==> src/rtl/altera_tse_gxb_rx_reset_sequencer_if.sv <==
// rtl/altera_tse_gxb_rx_reset_sequencer_if.sv - status/reset bundle between GXB RX channel, PCS and the reset sequencer
interface altera_tse_gxb_rx_reset_sequencer_if;
  logic       pll_locked;
  logic       rx_freqlocked;
  logic       rx_sync;
  logic       restart_req;
  logic       rx_analogreset;
  logic       rx_digitalreset;
  logic       pcs_reset;
  logic       link_ready;
  logic [7:0] resync_count;
  logic [2:0] seq_state;

  modport master (
    input  pll_locked, rx_freqlocked, rx_sync, restart_req,
    output rx_analogreset, rx_digitalreset, pcs_reset, link_ready, resync_count, seq_state
  );

  modport slave (
    output pll_locked, rx_freqlocked, rx_sync, restart_req,
    input  rx_analogreset, rx_digitalreset, pcs_reset, link_ready, resync_count, seq_state
  );
endinterface

==> src/rtl/altera_tse_gxb_rx_reset_sequencer.sv <==
// rtl/altera_tse_gxb_rx_reset_sequencer.sv - GXB RX analog/digital reset and link bring-up sequencer
// Optional TSE_RX_SEQ_SYNC_DEBOUNCE_EN: LINK_UP ignores rx_sync dropouts shorter than 4 cycles.
module altera_tse_gxb_rx_reset_sequencer #(
  parameter int ANALOG_RESET_CYCLES = 16,
  parameter int LOCK_WAIT_CYCLES    = 1000,
  parameter int SYNC_TIMEOUT_CYCLES = 65535,
  parameter int CNT_WIDTH           = 17
) (
  input  logic clk,
  input  logic reset,
  altera_tse_gxb_rx_reset_sequencer_if.master bus
);

  typedef enum logic [2:0] {
    ANALOG_RST    = 3'd0,
    WAIT_FREQLOCK = 3'd1,
    WAIT_SYNC     = 3'd2,
    LINK_UP       = 3'd3
  } state_t;

  localparam logic [CNT_WIDTH-1:0] ANALOG_LAST = CNT_WIDTH'(ANALOG_RESET_CYCLES - 1);
  localparam logic [CNT_WIDTH-1:0] LOCK_LAST   = CNT_WIDTH'(LOCK_WAIT_CYCLES - 1);
  localparam logic [CNT_WIDTH-1:0] SYNC_LAST   = CNT_WIDTH'(SYNC_TIMEOUT_CYCLES - 1);

  state_t               state, state_n;
  logic [CNT_WIDTH-1:0] cnt;
  logic                 cnt_clr, cnt_inc, bump;
  logic                 pll_m, pll_locked_s, freq_m, freqlocked_s;
  logic                 analog_q, digital_q, pcs_q, ready_q;
  logic [7:0]           resync_q;
`ifdef TSE_RX_SEQ_SYNC_DEBOUNCE_EN
  logic [1:0]           drop_cnt, drop_n;
`endif

  always_ff @(posedge clk or posedge reset) begin
    if (reset) begin
      {pll_locked_s, pll_m}  <= 2'b00;
      {freqlocked_s, freq_m} <= 2'b00;
    end else begin
      {pll_locked_s, pll_m}  <= {pll_m, bus.pll_locked};
      {freqlocked_s, freq_m} <= {freq_m, bus.rx_freqlocked};
    end
  end

  always_comb begin
    state_n = state;
    cnt_clr = 1'b0;
    cnt_inc = 1'b0;
    bump    = 1'b0;
`ifdef TSE_RX_SEQ_SYNC_DEBOUNCE_EN
    drop_n  = 2'd0;
`endif
    case (state)
      ANALOG_RST: begin
        if (pll_locked_s) begin
          cnt_inc = 1'b1;
          if (cnt == ANALOG_LAST) state_n = WAIT_FREQLOCK;
        end else begin
          cnt_clr = 1'b1;
        end
      end
      WAIT_FREQLOCK: begin
        if (!pll_locked_s) state_n = ANALOG_RST;
        else if (!freqlocked_s) cnt_clr = 1'b1;
        else begin
          cnt_inc = 1'b1;
          if (cnt == LOCK_LAST) state_n = WAIT_SYNC;
        end
      end
      WAIT_SYNC: begin
        cnt_inc = 1'b1;
        if (!pll_locked_s || !freqlocked_s) begin
          state_n = ANALOG_RST;
          bump    = 1'b1;
        end else if (!bus.rx_sync && cnt == SYNC_LAST) begin
          state_n = ANALOG_RST;
          bump    = 1'b1;
        end else if (bus.rx_sync) begin
          state_n = LINK_UP;
        end
      end
      LINK_UP: begin
        cnt_inc = 1'b1;
        if (!pll_locked_s || !freqlocked_s) begin
          state_n = ANALOG_RST;
          bump    = 1'b1;
        end else if (!bus.rx_sync) begin
`ifdef TSE_RX_SEQ_SYNC_DEBOUNCE_EN
          if (drop_cnt == 2'd3) state_n = WAIT_SYNC;
          else drop_n = drop_cnt + 2'd1;
`else
          state_n = WAIT_SYNC;
`endif
        end
      end
      default: state_n = ANALOG_RST;
    endcase
    // A software restart wins over everything and is never counted as a resync.
    if (bus.restart_req) begin
      state_n = ANALOG_RST;
      bump    = 1'b0;
      cnt_clr = 1'b1;
    end
    if (state_n != state) cnt_clr = 1'b1;
  end

  always_ff @(posedge clk or posedge reset) begin
    if (reset) begin
      state     <= ANALOG_RST;
      cnt       <= '0;
      analog_q  <= 1'b1;
      digital_q <= 1'b1;
      pcs_q     <= 1'b1;
      ready_q   <= 1'b0;
      resync_q  <= 8'd0;
    end else begin
      state     <= state_n;
      if (cnt_clr) cnt <= '0;
      else if (cnt_inc && cnt != '1) cnt <= cnt + CNT_WIDTH'(1);
      analog_q  <= (state_n == ANALOG_RST);
      digital_q <= (state_n == ANALOG_RST) || (state_n == WAIT_FREQLOCK);
      pcs_q     <= (state_n == ANALOG_RST) || (state_n == WAIT_FREQLOCK);
      ready_q   <= (state_n == LINK_UP);
      if (bump && resync_q != 8'hFF) resync_q <= resync_q + 8'd1;
    end
  end

`ifdef TSE_RX_SEQ_SYNC_DEBOUNCE_EN
  always_ff @(posedge clk or posedge reset) begin
    if (reset) drop_cnt <= 2'd0;
    else       drop_cnt <= drop_n;
  end
`endif

  assign bus.rx_analogreset  = analog_q;
  assign bus.rx_digitalreset = digital_q;
  assign bus.pcs_reset       = pcs_q;
  assign bus.link_ready      = ready_q;
  assign bus.resync_count    = resync_q;
  assign bus.seq_state       = state;

endmodule

==> src/flat_wrapper.sv <==
// flat-port wrapper written by rule: the top's interface ports become plain ports
module altera_tse_gxb_rx_reset_sequencer_flat 
#(
  parameter int ANALOG_RESET_CYCLES = 16,
  parameter int LOCK_WAIT_CYCLES    = 1000,
  parameter int SYNC_TIMEOUT_CYCLES = 65535,
  parameter int CNT_WIDTH           = 17
)
  (clk, reset, bus_pll_locked, bus_rx_freqlocked, bus_rx_sync, bus_restart_req, bus_rx_analogreset, bus_rx_digitalreset, bus_pcs_reset, bus_link_ready, bus_resync_count, bus_seq_state);
  altera_tse_gxb_rx_reset_sequencer_if bus_i ();
  input  logic clk;
  input  logic reset;
  input wire logic [$bits(bus_i.pll_locked)-1:0] bus_pll_locked;
  input wire logic [$bits(bus_i.rx_freqlocked)-1:0] bus_rx_freqlocked;
  input wire logic [$bits(bus_i.rx_sync)-1:0] bus_rx_sync;
  input wire logic [$bits(bus_i.restart_req)-1:0] bus_restart_req;
  output wire logic [$bits(bus_i.rx_analogreset)-1:0] bus_rx_analogreset;
  output wire logic [$bits(bus_i.rx_digitalreset)-1:0] bus_rx_digitalreset;
  output wire logic [$bits(bus_i.pcs_reset)-1:0] bus_pcs_reset;
  output wire logic [$bits(bus_i.link_ready)-1:0] bus_link_ready;
  output wire logic [$bits(bus_i.resync_count)-1:0] bus_resync_count;
  output wire logic [$bits(bus_i.seq_state)-1:0] bus_seq_state;
  assign bus_i.pll_locked = bus_pll_locked;
  assign bus_i.rx_freqlocked = bus_rx_freqlocked;
  assign bus_i.rx_sync = bus_rx_sync;
  assign bus_i.restart_req = bus_restart_req;
  assign bus_rx_analogreset = bus_i.rx_analogreset;
  assign bus_rx_digitalreset = bus_i.rx_digitalreset;
  assign bus_pcs_reset = bus_i.pcs_reset;
  assign bus_link_ready = bus_i.link_ready;
  assign bus_resync_count = bus_i.resync_count;
  assign bus_seq_state = bus_i.seq_state;
  altera_tse_gxb_rx_reset_sequencer #(.ANALOG_RESET_CYCLES(ANALOG_RESET_CYCLES), .LOCK_WAIT_CYCLES(LOCK_WAIT_CYCLES), .SYNC_TIMEOUT_CYCLES(SYNC_TIMEOUT_CYCLES), .CNT_WIDTH(CNT_WIDTH)) u_core (.clk(clk), .reset(reset), .bus(bus_i));
endmodule
==> config.mk <==
export PLATFORM = sky130hd
export DESIGN_NAME = altera_tse_gxb_rx_reset_sequencer_flat
export DESIGN_NICKNAME = d
export VERILOG_FILES = /design/src/rtl/altera_tse_gxb_rx_reset_sequencer_if.sv /design/src/rtl/altera_tse_gxb_rx_reset_sequencer.sv /design/src/flat_wrapper.sv
export SDC_FILE = /design/constraint.sdc
export NUM_CORES = 1
export LEC_CHECK = 0
export CORE_ASPECT_RATIO = 1.75
export CORE_MARGIN = 2
export CORE_UTILIZATION = 50
export DETAILED_ROUTE_END_ITERATION = 10
export PLACE_DENSITY = 0.86
export SLEW_MARGIN = 20
export SYNTH_ARGS = -nofsm -noshare
export SYNTH_HDL_FRONTEND = slang
export SYNTH_SLANG_ARGS = --single-unit
==> constraint.sdc <==
create_clock -name clk -period 2.45 [get_ports clk]
set_input_delay 0.49 -clock clk [delete_from_list [all_inputs] [get_ports clk]]
set_output_delay 0.49 -clock clk [all_outputs]
set_load 0.005 [all_outputs]
==> reports/metrics.yaml, run 1 <==
combPwrFrac: 0.047
grt_max_degree: 36
fin_crit_ns: 2.324
p_leak_nw: 0.8789
globalRouteOverflowTotal: 0
grt_pass1_wl_um: 6624
synth_most_common_cell: "dfrtp_1"
drt_iter0_markers: 68
root_buffer: "clkbuf_8"
fmax_mhz: 430.3
synth_nets: 195
synth_common_cells: "33 x dfrtp_1, 21 x xnor2_1, 12 x nor4_1"
yosysSeqAreaShare: 0.4594
synth_top_cells_by_area: "dfrtp_1 43%, xnor2_1 9.6%, nor4_1 3.9%, nor2_2 3.3%, dfstp_2 2.7%"
dieArea_um2: 4354
clk_pin_slew_ns: 0.07
core-area_um2: 3628
critPathMaxStageDelay_ns: 0.42
hold_viol_final: 0
h-tree-depth: 2
portBuffers: 20
r2r-end: "u_core.cnt[13]"
via_per_inst: 5.685
largest_register_ffs: 17
drt-total-wl_um: 3861
power_switching_mw: 0.2439
timing_worst_setup_path_type: "reg -> reg"
p_int_mw: 0.9331
routedWlPerCell_um: 15.02
drtAntennaViolNets: 0
switching_share: 0.2072
worst_hold_path.endpoint: "u_core.freqlocked_s"
cts_buffers: 5
power_frac_seq: 0.500
synthFlopType: "dfrtp_1"
async_flop_share: 1.000
critPathLaunchType: "flop"
r2r-start: "u_core.cnt[0]"
nets: 220
drive_above_1_share: 0.1801
rows: 29
skew_ns: 0.009924
worstSkewPairLatency_ns: 0.29
ios: 21
drv_cap: 0
crit_buf_inv: 0
path_max_fanout: 16
maxSlewViolCount: 0
status: "finished, final reports clean"
period_share: 0.9485
syn2layout_area_growth_pct: 20.03
synth_area_per_cell_um2: 10.33
max_flop_register: "u_core.cnt"
rsz0062_at_grt: "yes"
synthDistinctLibCells: 50
cts.path.max_buffers: 2
dp_hpwl_um: 2717
synth_warnings: 0
grt_pass1_vias: 1533
pwr-share-clk: 0.453
worstMarginPinSlew_ns: 0.5141
setup_violations: 0
place_inst: 249
gr-usage-all-layers: 0.2018
n_antenna_cell: 0
maxSlewHeadroom: 0.6541
cp.arrival_ns: 2.50
initial_core_util: 0.5269
ir_drop_uv: 391.0
postCtsHoldBufs: 0
drc_errors: 0
crit_path_end_kind: "flop"
p_total_mw: 1.177
num_vias: 1461
post_cts_buffers: 0
hp-class: "reg -> reg"
synth_top_area_cell: "dfrtp_1"
gp_congestion: 0.8327
yosys.area.top_type_share: 0.4319
crit_required_ns: 2.62
cts_sinks: 35
netlist_area_um2: 1912
hp-start: "u_core.freq_m"
synth_edf_count: 0
whs_path_depth: 0
powerDensity_nw_per_um2: 512.9
worstRegToRegCells: 9
ys_ff_latch: 35
syn-instance-count: 185
antenna_found_initial: 0
drtPass1Iterations: 4
r2r_slack_ns: 0.13
cts_resized: 0
fin_cells: 257
nFillCells: 296
dieHeight_um: 85.80
die_w_um: 50.75
cts_tree: "built"
path_cells: "ha_1, nand2_1, or2_2, nor2_1, ha_1, or2_2, nor4_1, xnor2_1, nor2_2"
critPathSlowestCell: "dfrtp_1"
critPathTopFamily: "simple AND/OR/NAND/NOR gates"
-- power by group through the flow --
stage	sequential [mW]	clock [mW]	combinational [mW]
4_1_cts	0.588	0.544	0.0556
2_1_floorplan	0.597	0	0.0330
3_3_place_gp	0.599	0	0.0540
5_1_grt	0.589	0.570	0.0605
3_5_place_dp	0.599	0	0.0553
6_report	0.588	0.534	0.0550
-- worst reg2reg max path: stages (launching register included) --
cell and delay (ns):
dfrtp_1 0.42, ha_1 0.24, nand2_1 0.08, or2_2 0.18
nor2_1 0.06, ha_1 0.16, or2_2 0.41, nor4_1 0.42
xnor2_1 0.20, nor2_2 0.05
-- through the flow --
stage	instance area, um^2	setup WS [ns]	util	hold slack (ns)	setup TNS (ns)
2_1_floorplan	1912	0.02345	-	0.3312	0
3_3_place_gp	2177	0.09385	0.6000	0.3329	0
3_5_place_dp	2177	0.05649	0.6000	0.3379	0
4_1_cts	2295	0.1179	0.6324	0.3539	0
5_1_grt	2295	-0.02102	0.6324	0.3588	-0.04082
6_report	2295	0.1261	0.6324	0.3523	0
-- layer usage --
layer | part of all wire | up-vias | global-route usage
met5 | 0 | - | 0
met2 | 0.54 | 48 | 0.3433
met4 | 0.032 | 0 | 0.1253
met3 | 0.038 | 13 | 0.04007
li1 | - | 703 | -
met1 | 0.39 | 697 | 0.2264
-- cells by family after synthesis --
kind of cell	after synthesis	synth area share
simple gates	91	0.2853
flops	35	0.4594
xor+xnor	22	0.1008
compound gates	19	0.08443
buf+inv	12	0.03599
fa+ha+maj	4	0.02618
other cells	1	0.001961
mux	1	0.005890
-- final cells by class --
type | count | area [um^2] | share of cell area
sequential | 35 | 878.3 | 0.3828
inverter | 3 | 11.26 | 0.004907
tap | 46 | 57.56 | 0.02508
clock inverter | 2 | 35.03 | 0.01527
multi-input combinational | 138 | 964.7 | 0.4204
clock buffer | 6 | 82.58 | 0.03599
timing repair buffer | 27 | 265.3 | 0.1156
-- layout by cell type, fill, tap and decap left out, types with 3 or more instances in the layout --
| cell | n |
|---|---|
| nor2_1 | 10 |
| ha_1 | 4 |
| nand2b_1 | 5 |
| nand2_1 | 10 |
| clkdlybuf4s50_1 | 20 |
| and3_1 | 3 |
| nand3_1 | 8 |
| o21ai_0 | 5 |
| nor3_1 | 4 |
| inv_1 | 3 |
| nor4_1 | 12 |
| nand4_1 | 7 |
| buf_4 | 6 |
| and2_1 | 3 |
| a21oi_1 | 3 |
| xnor2_1 | 21 |
| clkbuf_8 | 6 |
| dfrtp_1 | 33 |
| nor2_2 | 10 |
-- worst max-delay path by stage --
stage	cells past startpoint	slack, ns	start	end
after global placement	5	0.09	bus_rx_sync	u_core.bus.resync_count[1]
after CTS	9	0.12	u_core.cnt[0]	u_core.cnt[13]
after detailed placement	7	0.06	bus_rx_sync	u_core.cnt[1]
after floorplan	12	0.02	u_core.cnt[0]	u_core.cnt[7]
final	9	0.13	u_core.cnt[0]	u_core.cnt[13]
after global routing	9	-0.02	u_core.cnt[0]	u_core.cnt[13]
(Power assumes the default switching activity.)
==> run 2, diff against run 1 <==
--- a/config.mk
+++ b/config.mk
@@ -9,7 +9,7 @@
 export CORE_MARGIN = 2
 export CORE_UTILIZATION = 50
 export DETAILED_ROUTE_END_ITERATION = 10
-export PLACE_DENSITY = 0.86
+export PLACE_DENSITY = 0.8
 export SLEW_MARGIN = 20
 export SYNTH_ARGS = -nofsm -noshare
 export SYNTH_HDL_FRONTEND = slang
==> run 2 against run 1 <==
- core utilization increased by 0.38 points
- critical path depth unchanged
- clock power about the same
- combinational power increased by 1%
- first-iteration DRC count decreased by 43%
- power decreased by 0.22%
- worst setup slack improved by 0.050 ns
- non-clock buffer count increased by 2
- cell area increased by 0.60%
==> reports/metrics.yaml, run 2 (synthesis results as in run 1) <==
grt_pass1_vias: 1615  # was 1533
cts_buffers: 5  # unchanged
drv_cap: 0  # unchanged
drtAntennaViolNets: 0  # unchanged
cts_tree: "built"  # unchanged
globalRouteOverflowTotal: 0  # unchanged
cts_sinks: 35  # unchanged
antenna_found_initial: 0  # unchanged
p_int_mw: 0.9119  # was 0.9331 mW
switching_share: 0.2235  # was 0.2072
drtPass1Iterations: 4  # unchanged
maxSlewViolCount: 0  # unchanged
hold_slack_ns: 0.3464  # was 0.3523 ns
timing_worst_setup_path_type: "reg -> reg"  # unchanged
gr-usage-all-layers: 0.2307  # was 0.2018
r2r_slack_ns: 0.18  # was 0.13 ns
setup_violations: 0  # unchanged
clk_pin_slew_ns: 0.08  # was 0.07 ns
drt-total-wl_um: 4244  # was 3861 um
final_cell_mix: "33 x dfrtp_1, 21 x xnor2_1, 20 x clkdlybuf4s50_1, 12 x nor4_1"  # unchanged
worstMarginPinSlew_ns: 0.5783  # was 0.5141 ns
via_per_inst: 5.892  # was 5.685
worstRegToRegCells: 9  # unchanged
post-route-util: 0.6362  # was 0.6324
fmax_mhz: 439.9  # was 430.3 MHz
worstSkewPairLatency_ns: 0.29  # about the same
postCtsHoldBufs: 0  # unchanged
nFillCells: 299  # was 296
root_buffer: "clkbuf_8"  # unchanged
critPathLaunchType: "flop"  # unchanged
whs_path_depth: 0  # unchanged
crit_required_ns: 2.63  # was 2.62 ns
ios: 21  # unchanged
nets: 222  # was 220
final.setup.tns_ns: 0  # unchanged
power_switching_mw: 0.2625  # was 0.2439 mW
ir_drop_uv: 512.6  # was 391.0 uV
status: "finished, final reports clean"  # unchanged
pwr-share-clk: 0.452  # was 0.453
cts_resized: 0  # unchanged
powerDensity_nw_per_um2: 508.7  # was 512.9 nW/um^2
combPwrFrac: 0.047  # about the same
core-area_um2: 3628  # unchanged
p_leak_nw: 0.8860  # was 0.8789 nW
cts.path.max_buffers: 2  # unchanged
skew_ns: 0.01219  # was 0.009924 ns
dieArea_um2: 4354  # unchanged
crit_path_end_kind: "flop"  # unchanged
drive_above_1_share: 0.1878  # was 0.1801
power_frac_seq: 0.501  # was 0.500
final_common_cell: "dfrtp_1"  # unchanged
initial_core_util: 0.5269  # unchanged
dieHeight_um: 85.80  # unchanged
portBuffers: 20  # unchanged
fin_crit_ns: 2.273  # was 2.324 ns
drt_iter0_markers: 39  # was 68
post_cts_buffers: 0  # unchanged
routedWlPerCell_um: 16.39  # was 15.02 um
syn2layout_area_growth_pct: 20.75  # was 20.03%
multi_input_area_um2: 964.7  # unchanged
seqCellArea_um2: 878.3  # unchanged
die_w_um: 50.75  # unchanged
grt_max_degree: 36  # unchanged
gp_congestion: 0.9144  # was 0.8327
drc_errors: 0  # unchanged
h-tree-depth: 2  # unchanged
period_share: 0.9279  # was 0.9485
dp_hpwl_um: 3174  # was 2717 um
hp-class: "reg -> reg"  # unchanged
n_antenna_cell: 0  # unchanged
hold_viol_final: 0  # unchanged
largest_register_ffs: 17  # unchanged
rsz0062_at_grt: "no"  # was yes
maxSlewHeadroom: 0.6109  # was 0.6541
cp.arrival_ns: 2.45  # was 2.50 ns
rows: 29  # unchanged
path_max_fanout: 16  # unchanged
max_flop_register: "u_core.cnt"  # unchanged
num_vias: 1526  # was 1461
grt_pass1_wl_um: 7514  # was 6624 um
[run 2: worst paths after layout]
kind,from,end
setup / recovery,u_core.cnt[0],u_core.cnt[8]
setup reg to reg,u_core.cnt[0],u_core.cnt[8]
min in group asynchronous,reset,u_core.bus.seq_state[0]
hold / removal,u_core.freq_m,u_core.freqlocked_s
max in group asynchronous,reset,u_core.bus.rx_analogreset
hold reg to reg,u_core.freq_m,u_core.freqlocked_s
[run 2: area by class of cell]
class | instances | area share
Timing Repair Buffer | 29 | 0.1214
Clock inverter | 3 | 0.02060
Multi-Input combinational cell | 138 | 0.4179
Sequential cell | 35 | 0.3805
Inverter | 3 | 0.004878
Clock buffer | 5 | 0.02981
Tap cell | 46 | 0.02493
[run 2: metrics by stage]
step,instance area (um^2),total power [mW],std cells,worst slack [ns]
2_1_floorplan,1912,0.6301,185,0.02345
3_5_place_dp,2192,0.6546,251,0.03064
4_1_cts,2308,1.188,259,0.1775
5_1_grt,2308,1.211,259,0.005756
6_report,2308,1.174,259,0.1766
3_3_place_gp,2192,0.6521,251,0.1296
[run 2: critical path, stage by stage (launching register included)]
cell     delay, ns
dfrtp_1       0.43
ha_1          0.26
nand2_1       0.11
or2_2         0.12
nor2_1        0.04
ha_1          0.16
or2_2         0.41
nor4_1        0.41
xnor2_1       0.17
nor2_1        0.06
[run 2: routing by layer]
layer | wire [um] | track usage | up-vias
met5 | 0 | 0 | -
met4 | 180 | 0.1450 | 0
met3 | 95 | 0.03310 | 16
met2 | 2429 | 0.4234 | 42
met1 | 1538 | 0.2368 | 760
li1 | - | - | 708
[run 2: power by group through the flow]
stage	Clock [mW]	Sequential (mW)	Combinational, mW
floorplan	0	0.597	0.0330
global placement	0	0.598	0.0537
detailed placement	0	0.599	0.0558
CTS	0.544	0.588	0.0563
global route	0.560	0.589	0.0616
finish	0.531	0.588	0.0557
